--- src/rtl/multi_tile_boot_loader.sv ---
// Boot controller: holds tile CPUs in reset while streaming a firmware image from SPI flash
// (mode 0, READ 0x03) into per-tile instruction SRAMs, with optional trailing checksum byte.
module multi_tile_boot_loader #(
    parameter int          N_TILES     = 9,
    parameter int          ADDR_W      = 8,
    parameter int          DATA_W      = 8,
    parameter int          CLK_DIV     = 1,
    parameter logic [23:0] FLASH_BASE  = 24'h000000,
    parameter int          CHECKSUM_EN = 1
) (
    input  logic               clk,
    input  logic               rst_n,
    output logic               flash_cs_n,
    output logic               flash_clk,
    output logic               flash_mosi,
    input  logic               flash_miso,
    output logic [N_TILES-1:0] sram_tile_sel,
    output logic [ADDR_W-1:0]  sram_waddr,
    output logic [DATA_W-1:0]  sram_wdata,
    output logic               sram_wen,
    output logic               cpu_reset_n,
    output logic               boot_done,
    output logic               boot_err
);

    localparam int          DIV_W   = (CLK_DIV > 1) ? $clog2(CLK_DIV) : 1;
    localparam int          BIT_MAX = (DATA_W > 32) ? DATA_W : 32;
    localparam int          BC_W    = $clog2(BIT_MAX + 1);
    localparam int          N_BYTES = DATA_W / 8;
    localparam logic [31:0] CMD_WORD = {8'h03, FLASH_BASE};

    typedef enum logic [2:0] {
        S_IDLE,
        S_CMD,
        S_READ,
        S_WRITE,
        S_CHECK,
        S_CMP,
        S_DONE,
        S_ERROR
    } state_t;

    state_t             state, state_nxt;
    logic [DIV_W-1:0]   div_cnt;
    logic [BC_W-1:0]    bit_cnt;
    logic [31:0]        cmd_sr;
    logic [DATA_W-1:0]  rx_sr;
    logic [ADDR_W-1:0]  addr_cnt;
    logic [N_TILES-1:0] tile_oh;
    logic [7:0]         sum;
    logic [7:0]         sum_nxt;

    logic shifting;
    logic div_end;
    logic bit_last;
    logic fall_edge;
    logic word_done;
    logic last_word;

    always_comb begin
        shifting  = (state == S_CMD) || (state == S_READ) || (state == S_CHECK);
        div_end   = (div_cnt == DIV_W'(CLK_DIV - 1));
        bit_last  = 1'b0;
        case (state)
            S_CMD:   bit_last = (bit_cnt == BC_W'(31));
            S_READ:  bit_last = (bit_cnt == BC_W'(DATA_W - 1));
            S_CHECK: bit_last = (bit_cnt == BC_W'(7));
            default: bit_last = 1'b0;
        endcase
        fall_edge = shifting && div_end && flash_clk;
        word_done = fall_edge && bit_last;
        last_word = (addr_cnt == '1) && tile_oh[N_TILES-1];
    end

    // Checksum accumulates every byte of the word currently presented during WRITE.
    always_comb begin
        sum_nxt = sum;
        for (int unsigned i = 0; i < N_BYTES; i++) begin
            sum_nxt = sum_nxt + sram_wdata[i*8 +: 8];
        end
    end

    always_comb begin
        state_nxt = state;
        case (state)
            S_IDLE:  state_nxt = S_CMD;
            S_CMD:   if (word_done) state_nxt = S_READ;
            S_READ:  if (word_done) state_nxt = S_WRITE;
            S_WRITE: begin
                if (!last_word)            state_nxt = S_READ;
                else if (CHECKSUM_EN != 0) state_nxt = S_CHECK;
                else                       state_nxt = S_DONE;
            end
            S_CHECK: if (word_done) state_nxt = S_CMP;
            S_CMP:   state_nxt = (rx_sr[7:0] == sum) ? S_DONE : S_ERROR;
            S_DONE:  state_nxt = S_DONE;
            S_ERROR: state_nxt = S_ERROR;
            default: state_nxt = S_IDLE;
        endcase
    end

    always_ff @(posedge clk or negedge rst_n) begin
        if (!rst_n) state <= S_IDLE;
        else        state <= state_nxt;
    end

    always_ff @(posedge clk or negedge rst_n) begin
        if (!rst_n) begin
            flash_cs_n    <= 1'b1;
            flash_clk     <= 1'b0;
            flash_mosi    <= 1'b0;
            sram_tile_sel <= '0;
            sram_waddr    <= '0;
            sram_wdata    <= '0;
            sram_wen      <= 1'b1;
            cpu_reset_n   <= 1'b0;
            boot_done     <= 1'b0;
            boot_err      <= 1'b0;
            div_cnt       <= '0;
            bit_cnt       <= '0;
            cmd_sr        <= '0;
            rx_sr         <= '0;
            addr_cnt      <= '0;
            tile_oh       <= N_TILES'(1);
            sum           <= '0;
        end else begin
            // SCK generator: low phase then high phase of CLK_DIV cycles per bit.
            if (shifting) begin
                if (div_end) begin
                    div_cnt <= '0;
                    if (!flash_clk) begin
                        flash_clk <= 1'b1;
                        if (state != S_CMD) rx_sr <= {rx_sr[DATA_W-2:0], flash_miso};
                    end else begin
                        flash_clk <= 1'b0;
                        bit_cnt   <= bit_last ? '0 : bit_cnt + BC_W'(1);
                        if (state == S_CMD) begin
                            flash_mosi <= bit_last ? 1'b0 : cmd_sr[31];
                            cmd_sr     <= cmd_sr << 1;
                        end
                    end
                end else begin
                    div_cnt <= div_cnt + DIV_W'(1);
                end
            end

            case (state)
                S_IDLE: begin
                    flash_cs_n <= 1'b0;
                    flash_mosi <= CMD_WORD[31];
                    cmd_sr     <= CMD_WORD << 1;
                    div_cnt    <= '0;
                    bit_cnt    <= '0;
                end
                S_READ: begin
                    if (word_done) begin
                        sram_wen      <= 1'b0;
                        sram_wdata    <= rx_sr;
                        sram_tile_sel <= tile_oh;
                        sram_waddr    <= addr_cnt;
                    end
                end
                S_WRITE: begin
                    sram_wen      <= 1'b1;
                    sram_tile_sel <= '0;
                    sram_waddr    <= '0;
                    sum           <= sum_nxt;
                    if (addr_cnt == '1) begin
                        addr_cnt <= '0;
                        tile_oh  <= tile_oh << 1;
                    end else begin
                        addr_cnt <= addr_cnt + ADDR_W'(1);
                    end
                    if (last_word && (CHECKSUM_EN == 0)) begin
                        flash_cs_n  <= 1'b1;
                        flash_mosi  <= 1'b0;
                        cpu_reset_n <= 1'b1;
                        boot_done   <= 1'b1;
                    end
                end
                S_CMP: begin
                    flash_cs_n <= 1'b1;
                    flash_mosi <= 1'b0;
                    if (rx_sr[7:0] == sum) begin
                        cpu_reset_n <= 1'b1;
                        boot_done   <= 1'b1;
                    end else begin
                        boot_err <= 1'b1;
                    end
                end
                default: ;
            endcase
        end
    end

endmodule

--- config.mk ---
export PLATFORM = sky130hd
export DESIGN_NAME = multi_tile_boot_loader
export DESIGN_NICKNAME = d
export VERILOG_FILES = /design/src/rtl/multi_tile_boot_loader.sv
export SDC_FILE = /design/constraint.sdc
export NUM_CORES = 1
export LEC_CHECK = 0
export BUFFER_PORTS_ARGS = -buffer_cell sky130_fd_sc_hd__buf_2
export CORE_ASPECT_RATIO = 1.75
export CORE_UTILIZATION = 55
export CTS_CLUSTER_DIAMETER = 80
export CTS_CLUSTER_SIZE = 14
export DETAILED_ROUTE_END_ITERATION = 16
export PLACE_DENSITY = 0.75
export SYNTH_ARGS = -nofsm -noshare
export SYNTH_HDL_FRONTEND = slang
export SYNTH_SLANG_ARGS = --single-unit
--- constraint.sdc ---
create_clock -name clk -period 3.6 [get_ports clk]
set_clock_uncertainty 0.1 [all_clocks]
set_input_delay 0.72 -clock clk [delete_from_list [all_inputs] [get_ports clk]]
set_output_delay 0.72 -clock clk [all_outputs]
set_load 0.005 [all_outputs]
**Word level (Yosys, flattened, before mapping)**

Index checks and enable logic that the tools add are counted.

- Register bits after elaboration: 106
- Logic and storage cells: 104
- Input port bits: 3
- Output and inout port bits: 32

- Reductions and logical operators: 28
- Bitwise gates (word level): 3
- Add/sub/neg operators: 4
- Muxes and demuxes: 35
- Equality and inequality tests: 17

Operators with widths:

| cell | count |
|---|---|
| two-way mux 32 bit | 5 |
| two-way mux 6 bit | 5 |
| case mux 3 bit (8 select lines) | 1 |
| case mux 9 bit (2 select lines) | 1 |
| two-way mux 8 bit | 2 |
| case mux 8 bit (2 select lines) | 1 |
| nonzero test 2 bit | 8 |
| == test 3 bit, second input constant | 4 |
| two-way mux 1 bit | 12 |
| two-way mux 3 bit | 4 |
| AND reduction 2 bit | 6 |
| AND reduction 4 bit | 3 |
| two-way mux 9 bit | 1 |
| adder 8 x 1 -> 8 bit, second input constant | 1 |
| adder 8 bit | 1 |
| == test 8 bit | 1 |
| == test 8 bit, second input constant | 1 |
| != test 2 bit, second input constant | 4 |
| adder 6 x 1 -> 6 bit, second input constant | 1 |
| == test 3 x 2 -> 1 bit, second input constant | 2 |
| == test 6 x 3 -> 1 bit, second input constant | 1 |
| == test 6 x 5 -> 1 bit, second input constant | 1 |
| case mux 1 bit (2 select lines) | 3 |
| AND reduction 3 bit | 2 |
| other kinds (9) | 16 |

**Depth between registers and ports, before layout**

- Depth in word-level cells: 9
- Gate-level depth with buffers: 8
- Mapped depth without buffers: 8

**Least setup slack after synthesis**

OpenSTA, ideal clock, no wires.

- Path type: reg2reg
- Start point: register bit_cnt[0]
- End point: register sram_tile_sel[8]
- Period minus slack after synthesis: 1900 ps
- Data arrival time: 1683 ps
- Buffers on the path: 2
- Stages on the path, launching flop included: 9
- Library setup time: 117 ps
- Path slack: 1700 ps
- Data required time: 3383 ps
- Path through: dfrtp_1 ha_1 and3b_1 nand3_1 or4_1 buf_2 buf_6 nand3_1 nand2_1

- Cells in the longest elaborated chain, start to end: 5
- Elaborated cells between the ends (all ways): 6
- Classes of those cells: 3 x eq/ne; 1 x mux; 2 x reduce/logical

Ends and longest elaborated chain:

| what | line | text |
|---|---|---|
| start, declared | 45 | `logic [BC_W-1:0] bit_cnt;` |
| start signal, assigned | 136 | `bit_cnt <= bit_last ? '0 : bit_cnt + BC_W'(1);` |
| == test 6 x 3 -> 1 bit or == test 6 x 5 -> 1 bit (tied branches) | 66, 67, 65 |  |
| case mux 1 bit (2 select lines) (*) | 64 | `case (state)` |
| logical AND 1 bit (*) | 71 | `word_done = fall_edge && bit_last;` |
| != test 2 bit (no source line) (*) | -- |  |
| AND reduction 2 bit (no source line) (*) | -- |  |
| end signal, assigned | 159 | `sram_tile_sel <= tile_oh;` |
| end, declared | 17 | `output logic [N_TILES-1:0] sram_tile_sel,` |

Mark *: on every way between the ends. The rest lies on a longest branch, timed or not.
A chain may end at the register's enable or synchronous reset.

**Final worst setup path**

- Start point: register state[0]
- End point: register tile_oh[4]

- Cells in the longest elaborated chain, start to end: 2

Ends and longest elaborated chain:

| what | line | text |
|---|---|---|
| start, declared | 43 | `state_t state, state_nxt;` |
| start signal, assigned | 104 | `else state <= state_nxt;` |
| == test 3 x 2 -> 1 bit | 147 | `case (state)` |
| AND reduction 2 bit (no source line) | -- |  |
| end signal, assigned | 170 | `tile_oh <= tile_oh << 1;` |
| end, declared | 49 | `logic [N_TILES-1:0] tile_oh;` |

No other way between the ends.

==> qor.yml <==
cts:
  cts_buffers: 9
  cts.hold.buffers_added: 0
  cts_tree: "yes"
  insertion_delay_ns: 0.33
  htreeDepth: 3
  cts_root_buf: "clkbuf_16"
  post_cts_resized: 0
  post_cts_buffers: 0
  cts.sinks: 80
  clockBufferDepth: 2
  cts.clk_slew.worst_paths_ns: 0.05
worst_setup_path:
  r2r_start: "state[0]"
  crit_path_start_kind: "flop"
  critical_path.max_stage_delay_ns: 0.91
  crit_fanout: 24
  crit_cells: 4
  crit_path_end_kind: "flop"
  reg2reg_to: "tile_oh[4]"
  critical-path-top-delay-family: "flip-flops"
  crit_type: "flop to flop"
  rr_worst_depth: 4
  crit_path_cell_trace: "nand3b_4 > or2_2 > nor2_2 > mux2_2"
  path_buf_inv: 0
  required_ns: 3.72
  crit_end: "tile_oh[4]"
  worst-endpoint-arrival_ns: 2.56
  r2r_setup_slack_ns: 1.16
  critPathSlowestCell: "dfrtp_1"
  startpoint: "state[0]"
route:
  wl_per_cell_um: 16.0
  routed_wl_um: 8270
  initialDrtViolationCount: 250
  drc_errors: 0
  ant_nets: 0
  vias_per_cell: 5.79
  drtPass1Iterations: 5
  vias: 2990
synth:
  syn-num-nets: 410
  synthDistinctLibCells: 59
  synth_fa_ha_area_frac: 0.0416
  async_flop_share: 1.00
  synthTopCellsByArea: "dfrtp_1 (49%), nand2_1 (9.1%), mux2_2 (4.6%)"
  synthMuxAreaShare: 0.0461
  yosysTopAreaCell: "dfrtp_1"
  ys_ff_latch: 80
  syn_avg_cell_area_um2: 9.85
  synth_top_area_share: 0.493
  ys_warn_count: 0
  seq_area_frac_synth: 0.513
  synth_edf_count: 0
  syn_area_um2: 3910
  synth_compound_area_frac: 0.112
  synth_simple_gate_area_frac: 0.205
  synth_top_family_by_area: "simple AND/OR/NAND/NOR gates"
  synthCells: 397
  synth_xor_xnor_area_share: 0.0423
  ys.flop_type: "dfrtp_1"
placement:
  io_buffers: 34
  hpwl_um: 5420
  pre_cts_slack_ns: 1.15
  gp_congestion: 0.808
  placed_area_um2: 4110
  placedCellCount: 500
global_routing:
  antenna_found_initial: 0
  use_met2: 0.413
  grt_pass1_vias: 2994
  grt_overflow: 0
  grt_pass1_wl_um: 14000
  grt_use_met1: 0.295
  grt-busiest-layer: "met2"
  grt_max_degree: 81
  use_met3: 0.0470
  grt_use_total: 0.248
sta:
  setup_viol: 0
  fin_crit_sh: 0.679
  max_freq_mhz: 409
  layout_setup_ws_ns: 1.16
  min_period_ns: 2.44
  rsz0062_at_grt: "no"
  worstMarginPinSlew_ns: 0.989
  fin_hold_ws_ns: 0.355
  slew_viol_final: 0
  hold_viol_final: 0
  finalSetupTns_ns: 0
  slew-limit-headroom: 0.341
power:
  fin_total_pwr_mw: 1.76
  pwr-share-clk: 0.477
  p_int_mw: 1.41
  p_seq_frac: 0.512
  power.switching_mw: 0.352
  vdd_drop_max_v: 0.000339
  p_comb_frac: 0.011
  switching_share: 0.200
  p_leak_nw: 2.22
  pwr_density_cell_nw_per_um2: 402
final_layout:
  nets: 440
  layout-drive-gt1-share: 0.176
  final_util: 0.638
  area_growth_pct: 12.0
  layoutNonFillerInstCount: 516
  fill_cells: 564
  n_antenna_cell: 0
  fin_area_um2: 4380
die:
  die-area_um2: 7460
  chipHeight_um: 114
  core.rowCount: 40
  ioPinCount: 35
  fp.dieW_um: 65.7
  initial_utilization: 0.570
  coreArea_um2: 6860
status:
  status: "complete, no violations"
flow_run:
  max_cap_violations: 0
worst_hold_path:
  min_path_type: "flop to flop"
## flip-flops by register name, summed over array words and instances (netlist names)
register / count
flash_clk: 1
addr_cnt: 8
sram_wen: 1
rx_sr: 8
flash_cs_n: 1
sum: 8
sram_waddr: 8
sram_tile_sel: 9
bit_cnt: 6
boot_err: 1
boot_done: 1
sram_wdata: 8
state: 3
flash_mosi: 1
tile_oh: 9
cmd_sr: 7
## logic make-up after synthesis
logic type	Yosys count
buffers and inverters	32
XOR/XNOR	18
AND/OR/NAND/NOR	168
multiplexers	16
adder cells (fa/ha/maj)	13
flip-flops	80
AO/OA/AOI/OAI	70
## layout by cell type (no fill, tap or decap), drive strengths merged, types with 6 or more instances in the layout
cell and n:
nor3 6, clkbuf 16, xor2 14, ha 9, buf 37, mux2 16
dfrtp 77, o21ai 25, a21oi 16, inv 14, nand2 95, nand3 20
nor2 14
## metal layers
metal,vias up,share of wire
li1,1434,-
met1,1474,0.41
met2,67,0.54
met3,15,0.027
met4,0,0.023
met5,-,0
## synth_stat cells, drive strengths merged (2+ instances only)
cell type and count:
nand2 95, dfrtp 77, o21ai 25, nand3 20
a21oi 16, mux2 16, inv 14, nor2 14
xor2 14, buf 11, ha 9, clkbuf 7
nor3 6, nand4 5, o22ai 5, or3 5
xnor2 4, a211oi 3, dfstp 3, maj3 3
nor3b 3, nor4 3, nor4b 3, o21a 3
o31ai 3, or4 3, a2bb2oi 2, and2 2
nand3b 2, nor2b 2
## power by group through the flow
stage               Clock [mW]  Sequential (mW)  Combinational (mW)
floorplan                    0            0.917             0.00171
global placement             0            0.917              0.0210
detailed placement           0            0.917              0.0214
CTS                      0.851            0.901              0.0215
global route             0.885            0.901              0.0237
finish                   0.840            0.901              0.0198
## final cells by class
class                      count  area, um^2  area share
multi-input combinational    285        1750       0.399
tap                           84         105      0.0240
clock buffer                  16         272      0.0620
timing repair buffer          37         195      0.0446
sequential                    80        2010       0.458
inverter                      14        52.6      0.0120
## how the worst min path moves through the flow
stage | end | slack [ns] | start | depth (start not counted)
after global routing | sram_wen | 0.40 | sram_wen | 2
after floorplan | addr_cnt[0] | 0.32 | rst_n | 0
final | sram_wen | 0.35 | sram_wen | 2
after CTS | sram_wen | 0.36 | sram_wen | 2
after detailed placement | sram_wen | 0.35 | sram_wen | 2
after global placement | sram_wen | 0.35 | sram_wen | 2
## worst register-to-register path: cells and delay by family (launching register included)
| kind | cells | cell delay, ns |
|---|---|---|
| muxes | 1 | 0.40 |
| and+or+nand+nor | 3 | 0.92 |
| DFF | 1 | 0.91 |
Power figures use the tool's default switching activity.
